===== src/rtl/seq_det_pkg.sv =====
// Shared types and default sizes for the serial sequence detector.
package seq_det_pkg;

    localparam int PAT_W_DEF = 8;
    localparam int CNT_W_DEF = 8;

    typedef enum logic [1:0] {
        ST_IDLE = 2'd0,
        ST_RUN  = 2'd1,
        ST_DONE = 2'd2
    } state_t;

endpackage


===== src/rtl/seq_det_core.sv =====
// History shifter, fill counter and pattern comparator for the sequence detector.
// The match flag is combinational and includes the bit being sampled this edge,
// so the controller can register y and bump the count on that same edge.
module seq_det_core #(
    parameter int PAT_W  = 8,
    parameter int LEN_W  = 3,
    parameter int FILL_W = 4
) (
    input  logic              clk,
    input  logic              rst,
    input  logic              clr,
    input  logic              shift_en,
    input  logic              x,
    input  logic [PAT_W-1:0]  pattern,
    input  logic [LEN_W-1:0]  len,
    input  logic              overlap,
    output logic              match
);

    logic [PAT_W-1:0]  hist;
    logic [PAT_W-1:0]  hist_nxt;
    logic [PAT_W-1:0]  mask;
    logic [FILL_W-1:0] fill;
    logic [FILL_W-1:0] fill_nxt;
    logic [FILL_W-1:0] plen;

    // Look-ahead view of history/fill including the incoming bit, and the compare.
    always_comb begin
        plen     = FILL_W'(len) + FILL_W'(1);
        hist_nxt = {hist[PAT_W-2:0], x};
        fill_nxt = (fill >= plen) ? plen : fill + FILL_W'(1);
        // plen == PAT_W shifts every one out, leaving a full mask after inversion
        mask     = ~({PAT_W{1'b1}} << plen);
        match    = shift_en && (fill_nxt == plen) && (((hist_nxt ^ pattern) & mask) == '0);
    end

    // Detection state only advances on qualified bits; start or reset wipes it.
    always_ff @(posedge clk) begin
        if (rst || clr) begin
            hist <= '0;
            fill <= '0;
        end else if (shift_en) begin
            hist <= hist_nxt;
            fill <= (match && !overlap) ? '0 : fill_nxt;
        end
    end

endmodule


===== src/rtl/seq_det_ctrl.sv =====
// Run controller for the serial sequence detector: IDLE/RUN/DONE FSM,
// configuration shadow registers, saturating match counter and registered flags.
module seq_det_ctrl
    import seq_det_pkg::*;
#(
    parameter int PAT_W = PAT_W_DEF,
    parameter int CNT_W = CNT_W_DEF
) (
    input  logic                     clk,
    input  logic                     rst,
    input  logic                     cfg_we,
    input  logic [PAT_W-1:0]         cfg_pattern,
    input  logic [$clog2(PAT_W)-1:0] cfg_len,
    input  logic                     cfg_overlap,
    input  logic [CNT_W-1:0]         cfg_target,
    input  logic                     start,
    input  logic                     stop,
    input  logic                     X_valid,
    input  logic                     X,
    output logic                     y,
    output logic [CNT_W-1:0]         match_cnt,
    output logic                     busy,
    output logic                     done,
    output logic                     cfg_err
);

    localparam int LEN_W  = $clog2(PAT_W);
    localparam int FILL_W = $clog2(PAT_W + 1);

    state_t           state;
    logic [PAT_W-1:0] pat_q;
    logic [LEN_W-1:0] len_q;
    logic             ovl_q;
    logic [CNT_W-1:0] tgt_q;
    logic             shift_en;
    logic             clr;
    logic             match;
    logic [CNT_W-1:0] cnt_inc;

    // Bits are consumed only while running; a stop edge discards the bit.
    always_comb begin
        shift_en = (state == ST_RUN) && X_valid && !stop;
        clr      = (state != ST_RUN) && start && !stop;
        cnt_inc  = (match_cnt == {CNT_W{1'b1}}) ? match_cnt : match_cnt + CNT_W'(1);
    end

    seq_det_core #(
        .PAT_W  (PAT_W),
        .LEN_W  (LEN_W),
        .FILL_W (FILL_W)
    ) u_core (
        .clk      (clk),
        .rst      (rst),
        .clr      (clr),
        .shift_en (shift_en),
        .x        (X),
        .pattern  (pat_q),
        .len      (len_q),
        .overlap  (ovl_q),
        .match    (match)
    );

    // FSM, configuration capture, match counting and registered status flags.
    always_ff @(posedge clk) begin
        if (rst) begin
            state     <= ST_IDLE;
            pat_q     <= '0;
            len_q     <= '0;
            ovl_q     <= 1'b1;
            tgt_q     <= '0;
            match_cnt <= '0;
            y         <= 1'b0;
            busy      <= 1'b0;
            done      <= 1'b0;
            cfg_err   <= 1'b0;
        end else begin
            y       <= 1'b0;
            cfg_err <= 1'b0;
            if (cfg_we) begin
                if (state == ST_RUN) begin
                    cfg_err <= 1'b1;
                end else begin
                    pat_q <= cfg_pattern;
                    len_q <= cfg_len;
                    ovl_q <= cfg_overlap;
                    tgt_q <= cfg_target;
                end
            end
            case (state)
                ST_IDLE, ST_DONE: begin
                    if (start && !stop) begin
                        state     <= ST_RUN;
                        match_cnt <= '0;
                        busy      <= 1'b1;
                        done      <= 1'b0;
                    end
                end
                ST_RUN: begin
                    if (stop) begin
                        state <= ST_IDLE;
                        busy  <= 1'b0;
                    end else if (match) begin
                        match_cnt <= cnt_inc;
                        y         <= 1'b1;
                        if ((tgt_q != '0) && (cnt_inc == tgt_q)) begin
                            state <= ST_DONE;
                            busy  <= 1'b0;
                            done  <= 1'b1;
                        end
                    end
                end
                default: begin
                    state <= ST_IDLE;
                    busy  <= 1'b0;
                    done  <= 1'b0;
                end
            endcase
        end
    end

endmodule


===== config.mk =====
export PLATFORM = sky130hd
export DESIGN_NAME = seq_det_ctrl
export DESIGN_NICKNAME = d
export VERILOG_FILES = /design/src/rtl/seq_det_pkg.sv /design/src/rtl/seq_det_core.sv /design/src/rtl/seq_det_ctrl.sv
export SDC_FILE = /design/constraint.sdc
export NUM_CORES = 1
export LEC_CHECK = 0
export CAP_MARGIN = 5
export CORE_MARGIN = 2
export CORE_UTILIZATION = 49
export DETAILED_ROUTE_END_ITERATION = 10
export PLACE_DENSITY = 0.74
export SKIP_LAST_GASP = 1
export SYNTH_ARGS = -nofsm -noshare
export SYNTH_HDL_FRONTEND = slang
export SYNTH_SLANG_ARGS = --single-unit

===== constraint.sdc =====
create_clock -name clk -period 2.4 [get_ports clk]
set_clock_uncertainty 0.2 [all_clocks]
set_input_delay 0.6 -clock clk [delete_from_list [all_inputs] [get_ports clk]]
set_output_delay 0.6 -clock clk [all_outputs]
set_load 0.1 [all_outputs]

; Word-level counts from Yosys, hierarchy flattened
; Index checks and enable logic that the tools add are counted.
[totals]
reg_bits = 45
input_bits = 27
output_inout_bits = 12
wordCells = 81
[op_classes]
n_addsub = 3
n_lt_le_gt_ge = 1
eq_ne = 12
n_shift = 1
muxes = 24
bitwise_logic = 5
reduce_logical = 23
[op_table]
columns = operator, count
row1 = two-way mux 8 bit, 4
row2 = case mux 8 bit (2 select lines), 1
row3 = two-way mux 1 bit, 10
row4 = logical AND 1 bit, 9
row5 = adder 8 x 1 -> 8 bit (second input constant), 1
row6 = AND 8 bit, 1
row7 = == test 8 bit, 1
row8 = == test 8 bit (second input constant), 1
row9 = zero test 8 bit, 1
row10 = two-way mux 2 bit, 4
row11 = two-way mux 4 bit, 2
row12 = inverter 8 bit, 1
row13 = AND reduction 4 bit, 2
row14 = nonzero test 8 bit, 1
row15 = left shift 8 x 4 -> 8 bit (first input constant), 1
row16 = XOR 8 bit, 1
row17 = != test 2 x 1 -> 1 bit (second input constant), 3
row18 = != test 3 x 2 -> 1 bit (second input constant), 2
row19 = adder 3 x 1 -> 4 bit (second input constant), 1
row20 = adder 4 x 1 -> 4 bit (second input constant), 1
row21 = == test 4 bit, 1
row22 = >= comparator 4 bit, 1
row23 = != test 2 bit (second input constant), 2
row24 = case mux 1 bit (2 select lines), 2
row25 = other kinds (12), 15

; Depth between registers and ports, before layout
; Gate-level depths: netlist of run 1.
[depth]
ltp_word = 9
ltp_mapped = 10
depth_no_buf = 10

; Modules after synthesis
; A second synthesis of run 1 with hierarchy kept.
[hier_totals]
hier_cells = 324
hier_area_um2 = 2615.0
[modules_own_cells]
columns = module, instances, cells_per_inst, area_per_inst_um2
row1 = seq_det_ctrl, 1, 218, 1682.9
row2 = seq_det_core, 1, 106, 932.1

; Worst setup path after synthesis of run 1
; No wires, ideal clock.
[synth_path]
path_type = reg-to-reg
startpoint = register match_cnt[0]
endpoint = register busy
setup_time_ps = 122
arrival_time_ps = 2738
required_time_ps = 2078
slack_ps = -661
path_stages_with_launch = 10
n_path_buf = 1
period_less_slack_ps = 3061
path_cell_list = dfxtp_1 ha_1 and4_1 clkbuf_1 a21boi_0 or3_1 a21oi_1 nand4_1 o211ai_1 a21oi_1
[synth_via]
elab_chain_len = 6
[synth_lines]
columns = item, line_no
row1 = "start, declared", seq_det_ctrl.sv:21  ; output logic [CNT_W-1:0] match_cnt,
row2 = "start signal, assigned", seq_det_ctrl.sv:103  ; match_cnt <= cnt_inc;
row3 = adder 8 x 1 -> 8 bit / == test 8 bit (equally long branches), seq_det_ctrl.sv:44  ; cnt_inc = (match_cnt == {CNT_W{1'b1}}) ? match_cnt : match_cnt + CNT_W'(1);
row4 = two-way mux 8 bit *, seq_det_ctrl.sv:44
row5 = == test 8 bit *, seq_det_ctrl.sv:105  ; if ((tgt_q != '0) && (cnt_inc == tgt_q)) begin
row6 = logical AND 1 bit *, seq_det_ctrl.sv:105
row7 = != test 3 x 2 -> 1 bit (no source line) *, --
row8 = AND reduction 3 bit (no source line) *, --
row9 = "end signal, assigned", seq_det_ctrl.sv:101  ; busy <= 1'b0;
row10 = "end signal, assigned", seq_det_ctrl.sv:107  ; busy <= 1'b0;
row11 = "end signal, assigned", seq_det_ctrl.sv:114  ; busy <= 1'b0;
row12 = "end, declared", seq_det_ctrl.sv:22  ; output logic busy,
; Mark *: on every way between the ends. The rest lies on a longest branch, timed or not.
; A chain may end at the register's enable or synchronous reset.

; Worst setup path after layout of run 1
[layout_path]
startpoint = register len_q[0]
endpoint = register match_cnt[4]
[layout_via]
elab_chain_len = 8
[layout_lines]
columns = item, line_no
row1 = "start, declared", seq_det_ctrl.sv:32  ; logic [LEN_W-1:0] len_q;
row2 = "start signal, assigned", seq_det_ctrl.sv:84  ; len_q <= cfg_len;
row3 = adder 3 x 1 -> 4 bit *, seq_det_core.sv:29  ; plen = FILL_W'(len) + FILL_W'(1);
row4 = >= comparator 4 bit / left shift 8 x 4 -> 8 bit (equally long branches), "seq_det_core.sv:31, seq_det_core.sv:33"
row5 = two-way mux 4 bit / inverter 8 bit (equally long branches), "seq_det_core.sv:31, seq_det_core.sv:33"
row6 = == test 4 bit / AND 8 bit (equally long branches), seq_det_core.sv:34  ; match = shift_en && (fill_nxt == plen) && (((hist_nxt ^ pattern) & mask) == '0);
row7 = logical AND 1 bit / zero test 8 bit (equally long branches), seq_det_core.sv:34
row8 = logical AND 1 bit *, seq_det_core.sv:34
row9 = != test 2 x 1 -> 1 bit (no source line) *, --
row10 = AND reduction 4 bit (no source line) *, --
; Marked as above.

==> results of run 1 <==
## power by group through the flow
stage,Clock (uW),Sequential (uW),Combinational [uW]
floorplan,0,814,159
detailed placement,0,808,289
global placement,0,807,286
global route,523,793,346
finish,478,790,317
CTS,485,789,307
## worst min-delay path: cells and delay by family, from the launching register on
kind	cells	cell delay, ns
AND/OR/NAND/NOR	1	0.05
flip-flops	1	0.33
AO/OA/AOI/OAI	1	0.05
## synthesized netlist by cell type (5+ instances only)
cell type	n	area (um^2)
nand2_1	66	248
dfxtp_1	45	901
a21oi_1	44	220
nor2_1	13	48.8
clkbuf_1	11	41.3
o21ai_0	11	55.1
inv_1	10	37.5
nor3_1	10	50.1
ha_1	9	113
xnor2_1	9	78.8
a211oi_1	8	60.1
nand3_1	8	40.0
and3_1	6	37.5
nand2b_1	6	37.5
xor2_1	5	43.8
## routing by layer
layer / routed length, um / track usage [%] / share of wire, %
met5: 0 / 0 / 0
met2: 3260 / 40.7 / 49
met3: 312 / 4.86 / 4.7
met1: 2940 / 29.4 / 44
met4: 163 / 8.00 / 2.4
## stage by stage
step	setup slack (ns)	hold slack, ns	setup TNS [ns]	std cells	total power (uW)
CTS	-0.0428	0.275	-0.0428	457	1580
finish	0.0166	0.271	0	459	1580
global route	-0.0774	0.292	-0.556	459	1660
global placement	-0.214	0.258	-1.97	444	1090
detailed placement	-0.294	0.263	-3.57	444	1100
floorplan	-0.0172	0.248	-0.0333	328	973
## area by class of cell
class                           instances  share of cell area [%]
Clock buffer                            6                    2.11
Clock inverter                          2                   0.364
Inverter                               10                    1.16
Multi-Input combinational cell        258                    49.4
Sequential cell                        45                    27.1
Tap cell                               70                    2.54
Timing Repair Buffer                   68                    17.3
## cells by family after synthesis
kind of cell	synth area share, %
AOI/OAI and AO/OA	24.2
muxes	0.394
DFF	35.5
xor gates and xnor gates	5.77
adders and majority gates	5.22
buffers and inverters	4.04
and+or+nand+nor	24.9
## state kept, by name, indices dropped and copies added, names as in the netlist, 2 cells and up
signal       flops
state            2
tgt_q            8
len_q            3
u_core.fill      4
u_core.hist      7
match_cnt        8
pat_q            8
## worst paths after layout
kind	from	to	slack, ns	cells past startpoint
hold / removal	u_core.hist[6]	u_core.hist[6]	0.27	2
hold reg to reg	u_core.hist[6]	u_core.hist[6]	0.27	2
setup / recovery	len_q[0]	match_cnt[4]	0.02	9
setup reg to reg	len_q[0]	match_cnt[4]	0.02	9
## timing repair
item                       4_1_cts  5_1_grt
pin swaps                       17        8
setup buffers                    4        2
gates resized for setup          7       15
setup endpoints to repair       17       16
hold buffers                     0        0
cloned                           1        0
==> results_dict.tcl, run 1 <==
set metrics [dict create \
    maxCapViolCount 0 \
    design_area_um2 3440 \
    cp_max_fo 5 \
    coreArea_um2 5040 \
    synth_area_um2 2540 \
    cp-start-kind "flop" \
    end_kind "flop" \
    cts_root_buf "clkbuf_8" \
    die_height_um 76.0 \
    layout_common_cells "nand2_1 (66), a21oi_1 (42), buf_4 (39), dfxtp_1 (34), clkdlybuf4s50_1 (26)" \
    path_clk_slew_ns 0.09 \
    p_per_area_nw_per_um2 460 \
    die_x_um 76.0 \
    combinationalPowerShare_pct 20.0 \
    syn_area_per_cell_um2 7.74 \
    postSynthNetCount 364 \
    drtIter0Drc 138 \
    io_buffers 38 \
    grt.overflow.total 0 \
    fmax_mhz 420 \
    wire_per_inst_um 14.6 \
    slowest_delay_ns 0.40 \
    grtUsageTotal_pct 23.6 \
    rsz0062_at_grt "true" \
    slew_headroom_pct 75.3 \
    cts_sinks 45 \
    viasPerCell 5.67 \
    vdd_drop_max_mv 0.378 \
    cts_buffers 5 \
    grt_max_degree 30 \
    place.gp.congestion 0.910 \
    period_needed_ns 2.38 \
    place.detailed.hpwl_um 4950 \
    drive_gt1_share_pct 22.4 \
    synth_seq_area_share_pct 35.5 \
    internal-power_uw 1130 \
    final_common_cell "nand2_1" \
    synth_warnings 0 \
    insertion_delay_ns 0.30 \
    syn2layout_area_growth_pct 35.6 \
    crit_buf_inv 1 \
    cts_max_path_buffers 2 \
    seq_area_um2 932 \
    required_ns 2.41 \
    crit_arrival_ns 2.40 \
    grt_pass1_wl_um 11300 \
    nets 424 \
    crit_family "compound AO/OA/AOI/OAI gates" \
    row_count 26 \
    io_pins 39 \
    crit_slowest_cell "dfxtp_4" \
    p_sw_share_pct 28.6 \
    num-fill-cells 435 \
    setup_viol 0 \
    cts_tree "yes" \
    drc 0 \
    hp-class "reg -> reg" \
    final_util_pct 68.3 \
    switching_power_uw 453 \
    crit_type "reg -> reg" \
    synth-main-ff-cell "dfxtp_1" \
    antenna_cells 0 \
    dr.pass1.iters 5 \
    ys_seq_elements 45 \
    finalHoldViolations 0 \
    power_frac_seq_pct 49.8 \
    worst_pin_slew_ns 0.368 \
    syn_inst 328 \
    dpl_cell_area_um2 3210 \
    synthDistinctLibCells 52 \
    htree_levels 2 \
    crit_top_cell "ha_4" \
    p_leak_uw 0.00134 \
    grt_pass1_vias 2417 \
    grt_antenna_before_repair 0 \
    totalWireLength_um 6680 \
    synth_edf_count 0 \
    status "complete, no violations" \
    ant_nets 0 \
    dieArea_um2 5770 \
    multi_input_area_um2 1700 \
    slew_viol_final 0 \
    num_vias 2601 \
    cp_cell_sequence "inv_4, ha_4, ha_4, a21oi_2, maj3_2, o211a_1, o21ai_4, a41oi_1, a211oi_1" \
    async_flop_share_pct 0 \
    fin_crit_sh_pct 99.3 \
    pwr-share-clk_pct 30.2 \
    initial_core_util_pct 50.3 \
]
Note: power is estimated with default switching activity, not from simulation.
==> run 2: changes to the inputs <==
--- a/config.mk
+++ b/config.mk
@@ -6,10 +6,11 @@
 export NUM_CORES = 1
 export LEC_CHECK = 0
 export CAP_MARGIN = 5
+export CORE_ASPECT_RATIO = 1.2
 export CORE_MARGIN = 2
 export CORE_UTILIZATION = 49
 export DETAILED_ROUTE_END_ITERATION = 10
-export PLACE_DENSITY = 0.74
+export PLACE_DENSITY = 0.81
 export SKIP_LAST_GASP = 1
 export SYNTH_ARGS = -nofsm -noshare
 export SYNTH_HDL_FRONTEND = slang
==> run 2 against run 1 <==
The run now ends with negative setup slack left. Largest cell class unchanged. Highest routed layer unchanged. Combinational power grew 4%. Setup slack lost 0.052 ns. Final area grew 1.5%. Register-to-register slack lost 0.05 ns. Critical endpoint is now u_core.fill[3]. Clock power grew 28%.
==> results_dict.tcl, run 2 (synthesis results as in run 1) <==
set metrics [dict create \
    design_area_um2 3490 \
    cp-start-kind "flop" \
    hp-class "reg -> reg" \
    viasPerCell 5.84 \
    grt.overflow.total 0 \
    antenna_cells 0 \
    cts_max_path_buffers 2 \
    cp_max_fo 4 \
    cts_tree "yes" \
    slew_headroom_pct 71.2 \
    seq_area_um2 932 \
    cts_buffers 5 \
    crit_end "u_core.fill[3]" \
    die_height_um 82.9 \
    route.met3.wl_um 393 \
    r2r_cells 10 \
    fmax_mhz 411 \
    final.setup.worst_slack_ns -0.0351 \
    crit_arrival_ns 2.42 \
    finalPower_uw 1730 \
    combinationalPowerShare_pct 19.1 \
    path_clk_slew_ns 0.08 \
    crit_type "reg -> reg" \
    period_needed_ns 2.44 \
    htree_levels 2 \
    fin_crit_sh_pct 101 \
    vdd_drop_max_mv 0.487 \
    placed_cells 438 \
    layout_common_cells "nand2_1 (67), buf_4 (44), a21oi_1 (38), dfxtp_1 (34), clkdlybuf4s50_1 (26)" \
    drc 0 \
    maxUsedRoutingLayer "met4" \
    num_vias 2647 \
    route.met2.wl_um 3850 \
    ant_nets 0 \
    grt_pass1_vias 2577 \
    worst_pin_slew_ns 0.431 \
    end_kind "flop" \
    drtIter0Drc 214 \
    io_buffers 38 \
    grtUsageTotal_pct 25.2 \
    wire_per_inst_um 15.9 \
    crit_path_start "len_q[0]" \
    r2r-start "len_q[0]" \
    slew_viol_final 0 \
    p_sw_share_pct 26.8 \
    p_per_area_nw_per_um2 496 \
    syn2layout_area_growth_pct 37.7 \
    totalWireLength_um 7220 \
    coreArea_um2 4970 \
    finalHoldViolations 0 \
    status "complete, but fails checks" \
    grt_max_degree 30 \
    setup_viol 4 \
    drive_gt1_share_pct 24.7 \
    maxCapViolCount 0 \
    pwr-share-clk_pct 35.3 \
    io_pins 39 \
    top_regs "match_cnt (8), pat_q (8), tgt_q (8)" \
    dpl_cell_area_um2 3220 \
    wl_met1_um 2780 \
    num-fill-cells 394 \
    internal-power_uw 1270 \
    grt_pass1_wl_um 12000 \
    rsz0062_at_grt "true" \
    switching_power_uw 465 \
    p_leak_uw 0.00137 \
    power_frac_seq_pct 45.6 \
    insertion_delay_ns 0.31 \
    instances_no_fill 453 \
    required_ns 2.39 \
    final_common_cell "nand2_1" \
    die_x_um 69.7 \
    dr.pass1.iters 4 \
    pre_cts_ws_ns -0.280 \
    cts_sinks 45 \
    grt_antenna_before_repair 0 \
    nets 428 \
    initial_core_util_pct 51.0 \
    row_count 28 \
    reg2reg_setup_slack_ns -0.04 \
    multi_input_area_um2 1710 \
    place.gp.congestion 0.878 \
    place.detailed.hpwl_um 5000 \
    postCtsHoldBufs 0 \
    r2r_end "u_core.fill[3]" \
    dieArea_um2 5780 \
    cts_root_buf "clkbuf_8" \
    violations "negative setup slack" \
]
[run 2: changes by cell type in the layout (fill, tap and decap cells not counted), sizes merged]
cell	before	now
clkinvlp	0	1
bufinv	0	1
buf	42	46
inv	12	10
[run 2: power groups by stage]
stage	clock [uW]	combinational [uW]	sequential, uW
final	611	331	790
after global routing	652	360	793
after CTS	614	312	790
after detailed placement	0	291	807
after global placement	0	284	806
after floorplan	0	159	814
[run 2: worst min-delay path by stage]
stage	startpoint	end	slack [ns]	depth (start not counted)
3_3_place_gp	tgt_q[7]	tgt_q[7]	0.26	2
2_1_floorplan	pat_q[2]	pat_q[2]	0.25	2
4_1_cts	pat_q[5]	pat_q[5]	0.28	2
3_5_place_dp	pat_q[5]	pat_q[5]	0.27	2
6_report	pat_q[5]	pat_q[5]	0.28	2
5_1_grt	u_core.hist[6]	u_core.hist[6]	0.30	2
[run 2: routing by layer]
| metal | GRT usage [%] | vias to the layer above |
|---|---|---|
| met3 | 3.76 | 21 |
| met1 | 29.6 | 1227 |
| met4 | 9.27 | 0 |
| met2 | 45.8 | 98 |
| li1 | - | 1301 |
| met5 | 0 | - |
[run 2: cell type report]
| class | instances | area share, % |
|---|---|---|
| Inverter | 10 | 1.15 |
| Clock inverter | 2 | 1.07 |
| Timing Repair Buffer | 72 | 17.5 |
| Multi-Input combinational cell | 258 | 49.1 |
| Sequential cell | 45 | 26.7 |
| Clock buffer | 6 | 2.36 |
| Tap cell | 60 | 2.15 |
[run 2: timing repair]
action	4_1_cts	5_1_grt
resized for setup	8	21
endpoints found under the setup margin	17	17
cloned	1	0
endpoints found under the hold margin	0	0
pin swaps	18	13
setup buffers	2	4
[run 2: worst max-delay path, cell delays in order (launching register included)]
cell	delay, ns
dfxtp_4	0.40
ha_4	0.14
inv_2	0.04
ha_4	0.27
xor3_1	0.15
o211ai_1	0.09
a221o_1	0.32
buf_4	0.15
or4_4	0.41
nand3_2	0.09
a21oi_2	0.05
[run 2: per-stage QoR]
| step | setup TNS, ns | utilization [%] | hold slack [ns] |
|---|---|---|---|
| after global placement | -1.89 | 64.7 | 0.259 |
| after CTS | -0.149 | 68.2 | 0.279 |
| after global routing | -1.59 | 70.2 | 0.303 |
| after detailed placement | -2.73 | 64.7 | 0.267 |
| after floorplan | -0.0333 | - | 0.248 |
| final | -0.0742 | 70.2 | 0.278 |
==> edit 1, RTL diff (flow settings as in run 1) <==
Set the package constant `CNT_W_DEF` to 12 (it was 8).
--- a/src/rtl/seq_det_pkg.sv
+++ b/src/rtl/seq_det_pkg.sv
@@ -2,7 +2,7 @@
 package seq_det_pkg;
 
     localparam int PAT_W_DEF = 8;
-    localparam int CNT_W_DEF = 8;
+    localparam int CNT_W_DEF = 12;
 
     typedef enum logic [1:0] {
         ST_IDLE = 2'd0,
Interface: changed (resized cfg_target and match_cnt); port bits go from 39 to 47. The function was not compared with the original's and may differ.
==> edit 1 against run 1 <==
The flow now finishes with violations (setup timing); wire length is 83% higher; die area is 35% higher; cell area rose by 53%; sequential cell count rose by 8; area after synthesis grew 37%; sequential power is 18% higher; total power grew 24%; setup slack worse by 0.24 ns; largest cell class unchanged.
==> edit 1: results (changes against run 1) <==
- Biggest fanout along the worst timing path: 4 (was 5)
* Multi-input combinational gate total: 362 (was 258)
* DR pass1 iterations: 6 (was 5)
- Final Setup Violations: 19 (was 0)
- Result of the run: complete, but fails checks (was complete, no violations).
- Detailed Place HPWL: 8.37 mm (was 4.95 mm)
* Post-synthesis area per instance: 7.62 um^2 (was 7.74 um^2)
- The combinational group power is 497 uW (was 317 uW).
- The fraction of the mapped netlist area in compound gates was 23.2% (was 24.2%).
- The sequential share of power was 47.2% (was 49.8%).
* Routed length per instance: 18.4 um (was 14.6 um)
- Static leakage: 1.96 nW (was 1.34 nW)
* Total nets after synthesis: 496 (was 364)
- Proportion of layout cells with a drive suffix above 1: 35.3% (was 22.4%)
* Unique masters post-synth: 64 (was 52)
- Multi-input gate share of the layout cell area: 50.4% (was 49.4%)
* Transition time at the pin with the least slew margin: 0.434 ns (was 0.368 ns)
- The synthesized cell area is 3470 um^2 (was 2540 um^2).
- The fraction of area in clock buffers and inverters came to 1.76% (was 2.47%).
- Violations in the final reports: setup timing
- The net switching power was 611 uW (was 453 uW).
* Worst Slack Setup Final: -0.220 ns (was 0.0166 ns)
- The via count of the first global-routing pass was 3,816 (was 2,417).
- Registers with the most flip-flops: match_cnt x12, tgt_q x12, pat_q x8 (was match_cnt x8, pat_q x8, tgt_q x8).
- The final-layout fill cell count came to 499 (was 435).
- The cell at the slowest stage of the critical path is sky130_fd_sc_hd__clkdlybuf4s50_1 (was sky130_fd_sc_hd__dfxtp_4).
[edit 1: cell types whose count changed in the layout (fill, tap and decap cells not counted), sizes merged, moves of 4 or more]
| cell | change |
|---|---|
| a21oi | +12 |
| a31oi | +6 |
| and4 | +5 |
| buf | +61 |
| clkdlybuf4s50 | +4 |
| dfxtp | +8 |
| nand2 | +21 |
| nand2b | +4 |
| nand3 | +8 |
| nand4 | +4 |
| nor4 | +8 |
| o2111ai | +6 |
[edit 1: stage by stage]
| stage | instance area, um^2 | setup TNS (ns) | utilization [%] | power [mW] | worst slack (ns) |
|---|---|---|---|---|---|
| 2_1_floorplan | 3660 | -0.642 | - | 1.18 | -0.173 |
| 3_3_place_gp | 4690 | -4.92 | 68.6 | 1.34 | -0.329 |
| 3_5_place_dp | 4690 | -6.63 | 68.6 | 1.35 | -0.473 |
| 4_1_cts | 4890 | -1.53 | 71.6 | 1.91 | -0.162 |
| 5_1_grt | 5250 | -3.82 | 76.8 | 2.06 | -0.284 |
| 6_report | 5250 | -2.48 | 76.8 | 1.97 | -0.220 |
[edit 1: final timing paths]
check | from | end | slack, ns
setup / recovery | X | match_cnt[9]$_SDFFE_PP0P_ | -0.22
hold / removal | pat_q[2]$_SDFFE_PP0P_ | pat_q[2]$_SDFFE_PP0P_ | 0.28
setup reg to reg | len_q[0]$_SDFFE_PP0P_ | match_cnt[9]$_SDFFE_PP0P_ | -0.20
hold reg to reg | pat_q[2]$_SDFFE_PP0P_ | pat_q[2]$_SDFFE_PP0P_ | 0.28
[edit 1: routing by layer]
layer	track usage, %	up-vias	routed length, um
li1	-	1878	-
met2	49.5	222	6000
met3	5.00	62	808
met5	0	-	0
met4	18.5	0	636
met1	36.8	1914	4790
==> edit 2, RTL diff (settings of run 1) <==
Made on the original files. Add an input register stage for `cfg_target`, cleared by the reset; this delays it by one clock. The other inputs are not delayed to match.
--- a/src/rtl/seq_det_ctrl.sv
+++ b/src/rtl/seq_det_ctrl.sv
@@ -26,6 +26,16 @@
 
     localparam int LEN_W  = $clog2(PAT_W);
     localparam int FILL_W = $clog2(PAT_W + 1);
+
+    logic [CNT_W-1:0] cfg_target_q;
+
+    always_ff @(posedge clk) begin
+        if (rst) begin
+            cfg_target_q <= '0;
+        end else begin
+            cfg_target_q <= cfg_target;
+        end
+    end
 
     state_t           state;
     logic [PAT_W-1:0] pat_q;
@@ -83,7 +93,7 @@
                     pat_q <= cfg_pattern;
                     len_q <= cfg_len;
                     ovl_q <= cfg_overlap;
-                    tgt_q <= cfg_target;
+                    tgt_q <= cfg_target_q;
                 end
             end
             case (state)
Check against the original RTL: not equivalent (Yosys sat finds a counterexample within 4 cycles, from zero or initial values and one cycle with rst high).
==> edit 2 against run 1 <==
The flow now finishes with violations (setup timing); setup slack got worse by 0.24 ns; total power is 17% higher; critical endpoint is now state[0]$_SDFFE_PP0P_; via count up 6.1%; largest power group unchanged; area after synthesis grew 10%; sequential cell count grew 8; clock power increased by 20%; combinational power increased by 13%; cell area up 15%; wire length increased by 10%; largest cell class unchanged.
==> edit 2: results (changes against run 1) <==
- The checks that failed: setup timing.
* Static leakage: 1.48 nW (was 1.34 nW)
- The global-route wire length before repair was 12.1 mm (was 11.3 mm).
- The fraction of layout instances using a drive strength above 1 came to 28.8% (was 22.4%).
- Final Setup Violations: 16 (was 0)
- The start point of the worst hold path is cfg_target_q[6]$_SDFF_PP0_ (was u_core.hist[6]$_SDFFE_PP0P_).
* Post-layout nets: 465 (was 424)
- Post-synthesis area per instance: 8.03 um^2 (was 7.74 um^2)
- Unique masters post-synth: 56 (was 52)
- DR pass1 iterations: 4 (was 5)
- The final cell count without fillers came to 502 (was 459).
* Delay contributed by the slowest stage of the critical path: 0.45 ns (was 0.40 ns)
- Total Routed Length: 7.38 mm (was 6.68 mm)
* Global routing usage summed across all routing layers: 24.1% (was 23.6%)
- Hold worst-path end: tgt_q[6]$_SDFFE_PP0P_ (was u_core.hist[6]$_SDFFE_PP0P_)
* Hold Slack: 0.236 ns (was 0.271 ns)
- The capturing point of the worst reg2reg path was state[0]$_SDFFE_PP0P_ (was match_cnt[4]$_SDFFE_PP0P_).
- The overall via count from detail_route is 2,760 (was 2,601).
- Number of global-route vias before repair: 2,582 (was 2,417)
- The worst setup slack before clock tree synthesis came to -0.500 ns (was -0.294 ns).
- Internal power of the cells: 1.36 mW (was 1.13 mW)
- Biggest fanout along the worst timing path: 4 (was 5)
- The detailed-placement wirelength estimate was 5.34 mm (was 4.95 mm).
- Result of the run: complete, but fails checks (was complete, no violations)
- Worst Slack Setup Final: -0.220 ns (was 0.0166 ns)
* RD Place Congestion: 0.905 (was 0.910)
- The pin count of the biggest net entering global routing came to 27 (was 30).
- Sum of routed wire segments on met1: 3.47 mm (was 2.94 mm)
- Post-synth top cells: sky130_fd_sc_hd__nand2_1 (72), sky130_fd_sc_hd__dfxtp_1 (53), sky130_fd_sc_hd__a21oi_1 (49) (was sky130_fd_sc_hd__nand2_1 (66), sky130_fd_sc_hd__dfxtp_1 (45), sky130_fd_sc_hd__a21oi_1 (44)).
- GR met2 Demand/Resource: 40.9% (was 40.7%)
- The detailed route wirelength on metal3 is 341 um (was 312 um).
-- edit 2: changes by cell type in the layout (fill, tap and decap cells not counted), sizes merged, moves of 3 or more --
cell,change
or2,+4
o21ai,-7
nand2,+4
buf,+25
xnor2,+4
and3,-3
nor2b,+7
o32ai,+4
nor2,-5
a21oi,+7
dfxtp,+8
a211oi,-5
-- edit 2: layout make-up --
cell class	instances	area (um^2)	area share, %
timing repair buffer	93	803	20.2
inverter	13	48.8	1.23
sequential	53	1090	27.5
multi-input combinational	263	1830	46.1
clock buffer	7	97.6	2.46
clock inverter	1	8.76	0.220
tap	72	90.1	2.27
-- edit 2: logic make-up (layout without fill, tap and decap cells) --
group	count (synthesis)	count (layout)	share of synthesized area, %
flip-flops	53	53	38.0
XOR/XNOR	18	18	5.64
AND/OR/NAND/NOR	138	138	23.8
buffers and inverters	32	114	4.52
multiplexers	2	2	0.717
AO/OA/AOI/OAI	96	96	23.3
adder cells (fa/ha/maj)	9	9	4.03
-- edit 2: timing repair --
item	4_1_cts	5_1_grt
setup buffers	4	1
setup endpoints to repair	17	17
pin swaps	20	4
resized for setup	18	8
-- edit 2: critical path: cells and delay by family, from the launching register on --
kind / cells / cell delay, ns
buf+inv: 1 / 0.04
simple gates: 1 / 0.21
compound gates: 4 / 1.08
xor+xnor: 1 / 0.14
flops: 1 / 0.39
fa+ha+maj: 2 / 0.46
-- edit 2: power by group through the flow --
stage          logic (mW)  clock network [mW]  registers (mW)
6_report            0.357               0.575           0.927
5_1_grt             0.384               0.623           0.932
4_1_cts             0.342               0.577           0.927
3_5_place_dp        0.323                   0           0.948
3_3_place_gp        0.319                   0           0.947
2_1_floorplan       0.173                   0           0.964
